### src/rtl/codec_intf.sv
// codec_intf: CS4272 serial link -- clock generation, CODEC reset, SDout capture, SDin playback.
// Define CODEC_LOOPBACK_EN to replay captured samples on SDin instead of lft_out/rht_out.
module codec_intf (
  input  logic        clk,
  input  logic        rst,
  input  logic [15:0] lft_out,
  input  logic [15:0] rht_out,
  output logic [15:0] lft_in,
  output logic [15:0] rht_in,
  output logic        valid,
  output logic        MCLK,
  output logic        SCLK,
  output logic        LRCLK,
  output logic        RSTn,
  input  logic        SDout,
  output logic        SDin
);

  logic [9:0]  cnt_r;
  logic [15:0] rx_shift_r;
  logic [15:0] lft_shadow_r;
  logic [15:0] lft_in_r;
  logic [15:0] rht_in_r;
  logic        valid_r;
  logic [15:0] tx_lft_r;
  logic [15:0] tx_rht_r;
  logic        sdin_r;
  logic        rstn_r;
  logic        primed_r;

  logic [9:0]  cnt_nxt_s;
  logic        rx_edge_s;
  logic        tx_edge_s;
  logic        lft_end_s;
  logic        frm_rx_end_s;
  logic        frm_end_s;
  logic [15:0] rx_word_s;
  logic [3:0]  tx_idx_s;
  logic        tx_bit_s;
  logic [15:0] tx_src_lft_s;
  logic [15:0] tx_src_rht_s;

  // Frame position decode: bit-clock edges, half-frame landmarks and next SDin bit.
  always_comb begin
    cnt_nxt_s = cnt_r + 10'd1;
    rx_edge_s = 1'b0;
    tx_edge_s = 1'b0;
    case (cnt_r[4:0])
      5'd15: begin
        rx_edge_s = 1'b1;
        tx_edge_s = 1'b0;
      end
      5'd31: begin
        rx_edge_s = 1'b0;
        tx_edge_s = 1'b1;
      end
      default: begin
        rx_edge_s = 1'b0;
        tx_edge_s = 1'b0;
      end
    endcase
    lft_end_s    = (cnt_r == 10'h1EF);
    frm_rx_end_s = (cnt_r == 10'h3EF);
    frm_end_s    = (cnt_r == 10'h3FF);
    rx_word_s    = {rx_shift_r[14:0], SDout};
    // SDin leads by one clk: the bit shown after this edge belongs to slot cnt+1.
    tx_idx_s     = ~cnt_nxt_s[8:5];
    if (cnt_nxt_s[9]) begin
      tx_bit_s = tx_rht_r[tx_idx_s];
    end else begin
      tx_bit_s = tx_lft_r[tx_idx_s];
    end
  end

`ifdef CODEC_LOOPBACK_EN
  logic unused_eq_s;
  assign unused_eq_s  = ^{lft_out, rht_out};
  assign tx_src_lft_s = lft_in_r;
  assign tx_src_rht_s = rht_in_r;
`else
  assign tx_src_lft_s = lft_out;
  assign tx_src_rht_s = rht_out;
`endif

  // Free-running frame counter; all CODEC clocks are taken from its bits.
  always_ff @(posedge clk) begin
    if (rst) begin
      cnt_r <= 10'd0;
    end else begin
      cnt_r <= cnt_nxt_s;
    end
  end

  // CODEC reset release after the first frame, then arm capture one frame later.
  always_ff @(posedge clk) begin
    if (rst) begin
      rstn_r   <= 1'b0;
      primed_r <= 1'b0;
    end else if (frm_end_s) begin
      rstn_r   <= 1'b1;
      primed_r <= primed_r | rstn_r;
    end else begin
      rstn_r   <= rstn_r;
      primed_r <= primed_r;
    end
  end

  // SDout deserializer, MSB first, sampled at SCLK rise.
  always_ff @(posedge clk) begin
    if (rst) begin
      rx_shift_r   <= 16'd0;
      lft_shadow_r <= 16'd0;
    end else begin
      if (rx_edge_s) begin
        rx_shift_r <= rx_word_s;
      end else begin
        rx_shift_r <= rx_shift_r;
      end
      if (lft_end_s) begin
        lft_shadow_r <= rx_word_s;
      end else begin
        lft_shadow_r <= lft_shadow_r;
      end
    end
  end

  // Parallel sample outputs and one-clk valid strobe at the end of each captured frame.
  always_ff @(posedge clk) begin
    if (rst) begin
      lft_in_r <= 16'd0;
      rht_in_r <= 16'd0;
      valid_r  <= 1'b0;
    end else if (frm_rx_end_s && primed_r) begin
      lft_in_r <= lft_shadow_r;
      rht_in_r <= rx_word_s;
      valid_r  <= 1'b1;
    end else begin
      lft_in_r <= lft_in_r;
      rht_in_r <= rht_in_r;
      valid_r  <= 1'b0;
    end
  end

  // Playback holding registers, loaded only in the valid cycle.
  always_ff @(posedge clk) begin
    if (rst) begin
      tx_lft_r <= 16'd0;
      tx_rht_r <= 16'd0;
    end else if (valid_r) begin
      tx_lft_r <= tx_src_lft_s;
      tx_rht_r <= tx_src_rht_s;
    end else begin
      tx_lft_r <= tx_lft_r;
      tx_rht_r <= tx_rht_r;
    end
  end

  // SDin serializer, updated at SCLK fall so each bit is settled at the next rise.
  always_ff @(posedge clk) begin
    if (rst) begin
      sdin_r <= 1'b0;
    end else if (tx_edge_s) begin
      sdin_r <= tx_bit_s;
    end else begin
      sdin_r <= sdin_r;
    end
  end

  assign MCLK   = cnt_r[1];
  assign SCLK   = cnt_r[4];
  assign LRCLK  = ~cnt_r[9];
  assign RSTn   = rstn_r;
  assign SDin   = sdin_r;
  assign lft_in = lft_in_r;
  assign rht_in = rht_in_r;
  assign valid  = valid_r;

endmodule

### config.mk
export PLATFORM = sky130hd
export DESIGN_NAME = codec_intf
export DESIGN_NICKNAME = d
export VERILOG_FILES = /design/src/rtl/codec_intf.sv
export SDC_FILE = /design/constraint.sdc
export NUM_CORES = 1
export LEC_CHECK = 0
export CAP_MARGIN = 20
export CORE_MARGIN = 3
export CORE_UTILIZATION = 58
export CTS_BUF_LIST = sky130_fd_sc_hd__clkbuf_2 sky130_fd_sc_hd__clkbuf_4 sky130_fd_sc_hd__clkbuf_8
export DETAILED_ROUTE_END_ITERATION = 16
export GPL_TIMING_DRIVEN = 1
export PLACE_DENSITY_LB_ADDON = 0.15
export REMOVE_ABC_BUFFERS = 1
export SLEW_MARGIN = 40
export SYNTH_ARGS = -nofsm -noshare
export SYNTH_HDL_FRONTEND = slang
export SYNTH_SLANG_ARGS = --single-unit
### constraint.sdc
create_clock -name clk -period 5.7 [get_ports clk]
set_input_delay 1.14 -clock clk [delete_from_list [all_inputs] [get_ports clk]]
set_output_delay 1.14 -clock clk [all_outputs]
set_load 0.03 [all_outputs]
==> results.py <==
metrics = {
    "synthesis": {
        "syn_area_per_cell_um2": 9.78,
        "yosys-top-cells-count": "109 x dfxtp_1, 79 x nor2_1, 68 x nand2_1, 63 x mux2i_1, 35 x a21oi_1",
        "synth_edf_count": 0,
        "synth_cells": 427,
        "synth_top_area_share": 0.523,
        "yosys.cell_types.count": 32,
        "synth_top_area_cell": "dfxtp_1",
        "ys_async_sr_fraction": 0,
        "synth-main-ff-cell": "dfxtp_1",
        "yosysSeqAreaShare": 0.523,
        "ys_ff_latch": 109,
        "synthTopCellsByArea": "dfxtp_1 52%, mux2i_1 15%, nor2_1 7.1%, nand2_1 6.1%, mux4_1 5.0%",
        "synth.cell_area_mm2": 0.00418,
        "yosysMostFrequentCell": "dfxtp_1",
        "ys_warn_count": 0,
    },
    "setup_path": {
        "worstSetupPathType": "reg -> out",
        "ff2ff_path_depth": 7,
        "crit-reg2reg-launch": "cnt_r[2]",
        "cp_max_fo": 33,
        "crit_family": "buffers and inverters",
        "worstReg2RegEnd": "SDin",
        "arrival_ps": 1870,
        "reg2reg_slack_ps": 3310,
        "slowest_delay_ps": 780,
        "cp_num_buf_inv": 1,
        "start_kind": "flop",
        "path_cells": "clkdlybuf4s50_1",
        "cpMaxStageDelayCell": "clkdlybuf4s50_1",
        "cp-end-kind": "output pin",
        "cp.required_ps": 4560,
    },
    "final_layout": {
        "fill_cells": 529,
        "ff_latch_area_mm2": 0.00219,
        "multiInputGateArea_mm2": 0.00188,
        "antenna_cells": 0,
        "fin_nets": 522,
        "drive_above_1_share": 0.0533,
        "area_growth_pct": 22.1,
    },
    "clocking": {
        "post-cts-setup-buffers": 0,
        "cts_buffers": 9,
        "cts_hold_buf": 0,
        "clk_pin_slew_ps": 100,
        "cts_tree": "built",
        "cts_resized": 0,
        "root_buffer": "clkbuf_8",
        "cts.sinks": 109,
        "cts.path.max_buffers": 2,
        "h-tree-depth": 3,
        "insertion_delay_ps": 360,
    },
    "routing": {
        "drt_iter0_markers": 132,
        "first_pass_iters": 4,
        "wl_um": 8140,
        "vias": 3043,
        "ant_nets": 0,
        "drc": 0,
        "post_drt_wl_per_cell_um": 13.9,
        "vias_per_cell": 5.21,
    },
    "sta": {
        "fin_skew_ps": 13.1,
        "setup_tns_ps": 0,
        "max_freq_mhz": 333,
        "max-slew-margin-rel": 0.486,
        "setup_violations": 0,
        "worst_slew_pin_slew_ps": 771,
        "grt_setup_unrepaired": "no",
        "min_period_ps": 3010,
        "maxSlewViolCount": 0,
        "postLayoutSetupSlackWorst_ps": 2690,
        "hold_ws_ps": 450,
        "hold_violations": 0,
        "period_share": 0.528,
    },
    "floorplanning": {
        "fp-row-count": 30,
        "core-area_mm2": 0.00687,
        "die_w_um": 90.8,
        "ios": 73,
        "fp.dieH_um": 90.8,
        "dieArea_mm2": 0.00825,
        "start_util": 0.608,
    },
    "grt": {
        "track_usage": 0.205,
        "antenna_found_initial": 0,
        "grt_pass1_vias": 2996,
        "grt.overflow.total": 0,
        "grt_max_degree": 110,
        "grt_pass1_wl_um": 13800,
    },
    "power_and_ir_drop": {
        "p_total_mw": 1.22,
        "vdd_ir_drop_max_mv": 0.239,
        "p_per_area_mw_per_mm2": 240,
        "p_comb_frac": 0.035,
        "power_frac_clock": 0.341,
        "leakagePower_nw": 1.76,
        "p_seq_frac": 0.625,
        "p_int_mw": 0.947,
        "sw_frac_of_total": 0.225,
        "p_sw_mw": 0.275,
    },
    "job": {
        "drv_cap": 0,
    },
    "worst_hold_path": {
        "hold_path_depth": 2,
        "hold_end": "lft_in[9]",
        "min_from": "lft_shadow_r[9]",
        "min-delay-path-class": "reg -> reg",
    },
    "placement": {
        "gp_congestion": 0.789,
        "dpl_worst_slack_ps": 3080,
        "place_hpwl_um": 5430,
        "port_buffers": 72,
    },
    "outcome": {
        "outcome": "complete, no violations",
    },
}
-- placed cells by master, fill, tap and decap left out, types with 2 or more instances in the layout --
cell             instances
dfxtp_1                108
nor2_1                  79
clkdlybuf4s50_1         71
nand2_1                 68
mux2i_1                 63
a21oi_1                 35
clkbuf_8                 9
mux4_1                   8
xnor2_1                  5
inv_1                    4
nand3_1                  3
clkinv_4                 3
and4_2                   2
nand4_1                  2
and3_1                   2
and2b_1                  2
a22oi_1                  2
ha_1                     2
-- kinds of logic (layout without fill, tap and decap cells) --
group | Yosys count | count (layout) | synth area share
compound gates | 40 | 40 | 0.0518
xor+xnor | 8 | 8 | 0.0231
fa+ha+maj | 3 | 3 | 0.00899
buf+inv | 31 | 92 | 0.0294
flops | 109 | 109 | 0.523
mux | 71 | 71 | 0.201
simple gates | 165 | 165 | 0.163
-- worst max path at each step --
| stage | start | to | slack, ps | cells after the start |
|---|---|---|---|---|
| 6_report | valid | valid | 2690 | 1 |
| 5_1_grt | valid | valid | 2630 | 1 |
| 4_1_cts | valid | valid | 2680 | 1 |
| 3_5_place_dp | valid | valid | 3080 | 1 |
| 3_3_place_gp | valid | valid | 2790 | 1 |
| 2_1_floorplan | valid | valid | 3110 | 0 |
-- worst min-delay path, delay by kind of cell (launching register included) --
family           cells  cell delay, ps
AO/OA/AOI/OAI        1              50
flip-flops           1             320
AND/OR/NAND/NOR      1              50
-- metal layers --
metal  global-route usage  up-vias  part of all wire
met5                    0        -                 0
met4               0.0515        0             0.014
met3               0.0542       12             0.046
met2                0.339       65              0.49
met1                0.267     1427              0.45
li1                     -     1539                 -
-- flip-flops by register name, summed over array words and instances, names as in the netlist --
signal	count
RSTn	1
tx_lft_r	16
tx_rht_r	16
rx_shift_r	15
valid	1
cnt_r	10
primed_r	1
lft_shadow_r	16
rht_in	16
lft_in	16
SDin	1
-- per-stage QoR --
stage,cell area (um^2),std cells,utilization
2_1_floorplan,4070,400,-
3_3_place_gp,4910,569,0.715
3_5_place_dp,4930,569,0.717
4_1_cts,5100,584,0.742
5_1_grt,5100,584,0.742
6_report,5100,584,0.742
-- cell type report --
cell class / instances / area share
well taps: 96 / 0.0236
repair buffers: 73 / 0.143
inverters: 4 / 0.00294
flip-flops and latches: 109 / 0.429
clock inverters: 6 / 0.00981
clock buffers: 9 / 0.0243
multi-input cells: 287 / 0.368
-- power by group through the flow --
stage          logic [mW]  registers [mW]  clock network (mW)
2_1_floorplan     0.00324           0.784                   0
3_3_place_gp       0.0421           0.782                   0
3_5_place_dp       0.0425           0.782                   0
4_1_cts            0.0425           0.764               0.427
5_1_grt            0.0453           0.765               0.461
6_report           0.0422           0.764               0.416
(Power assumes the default switching activity.)
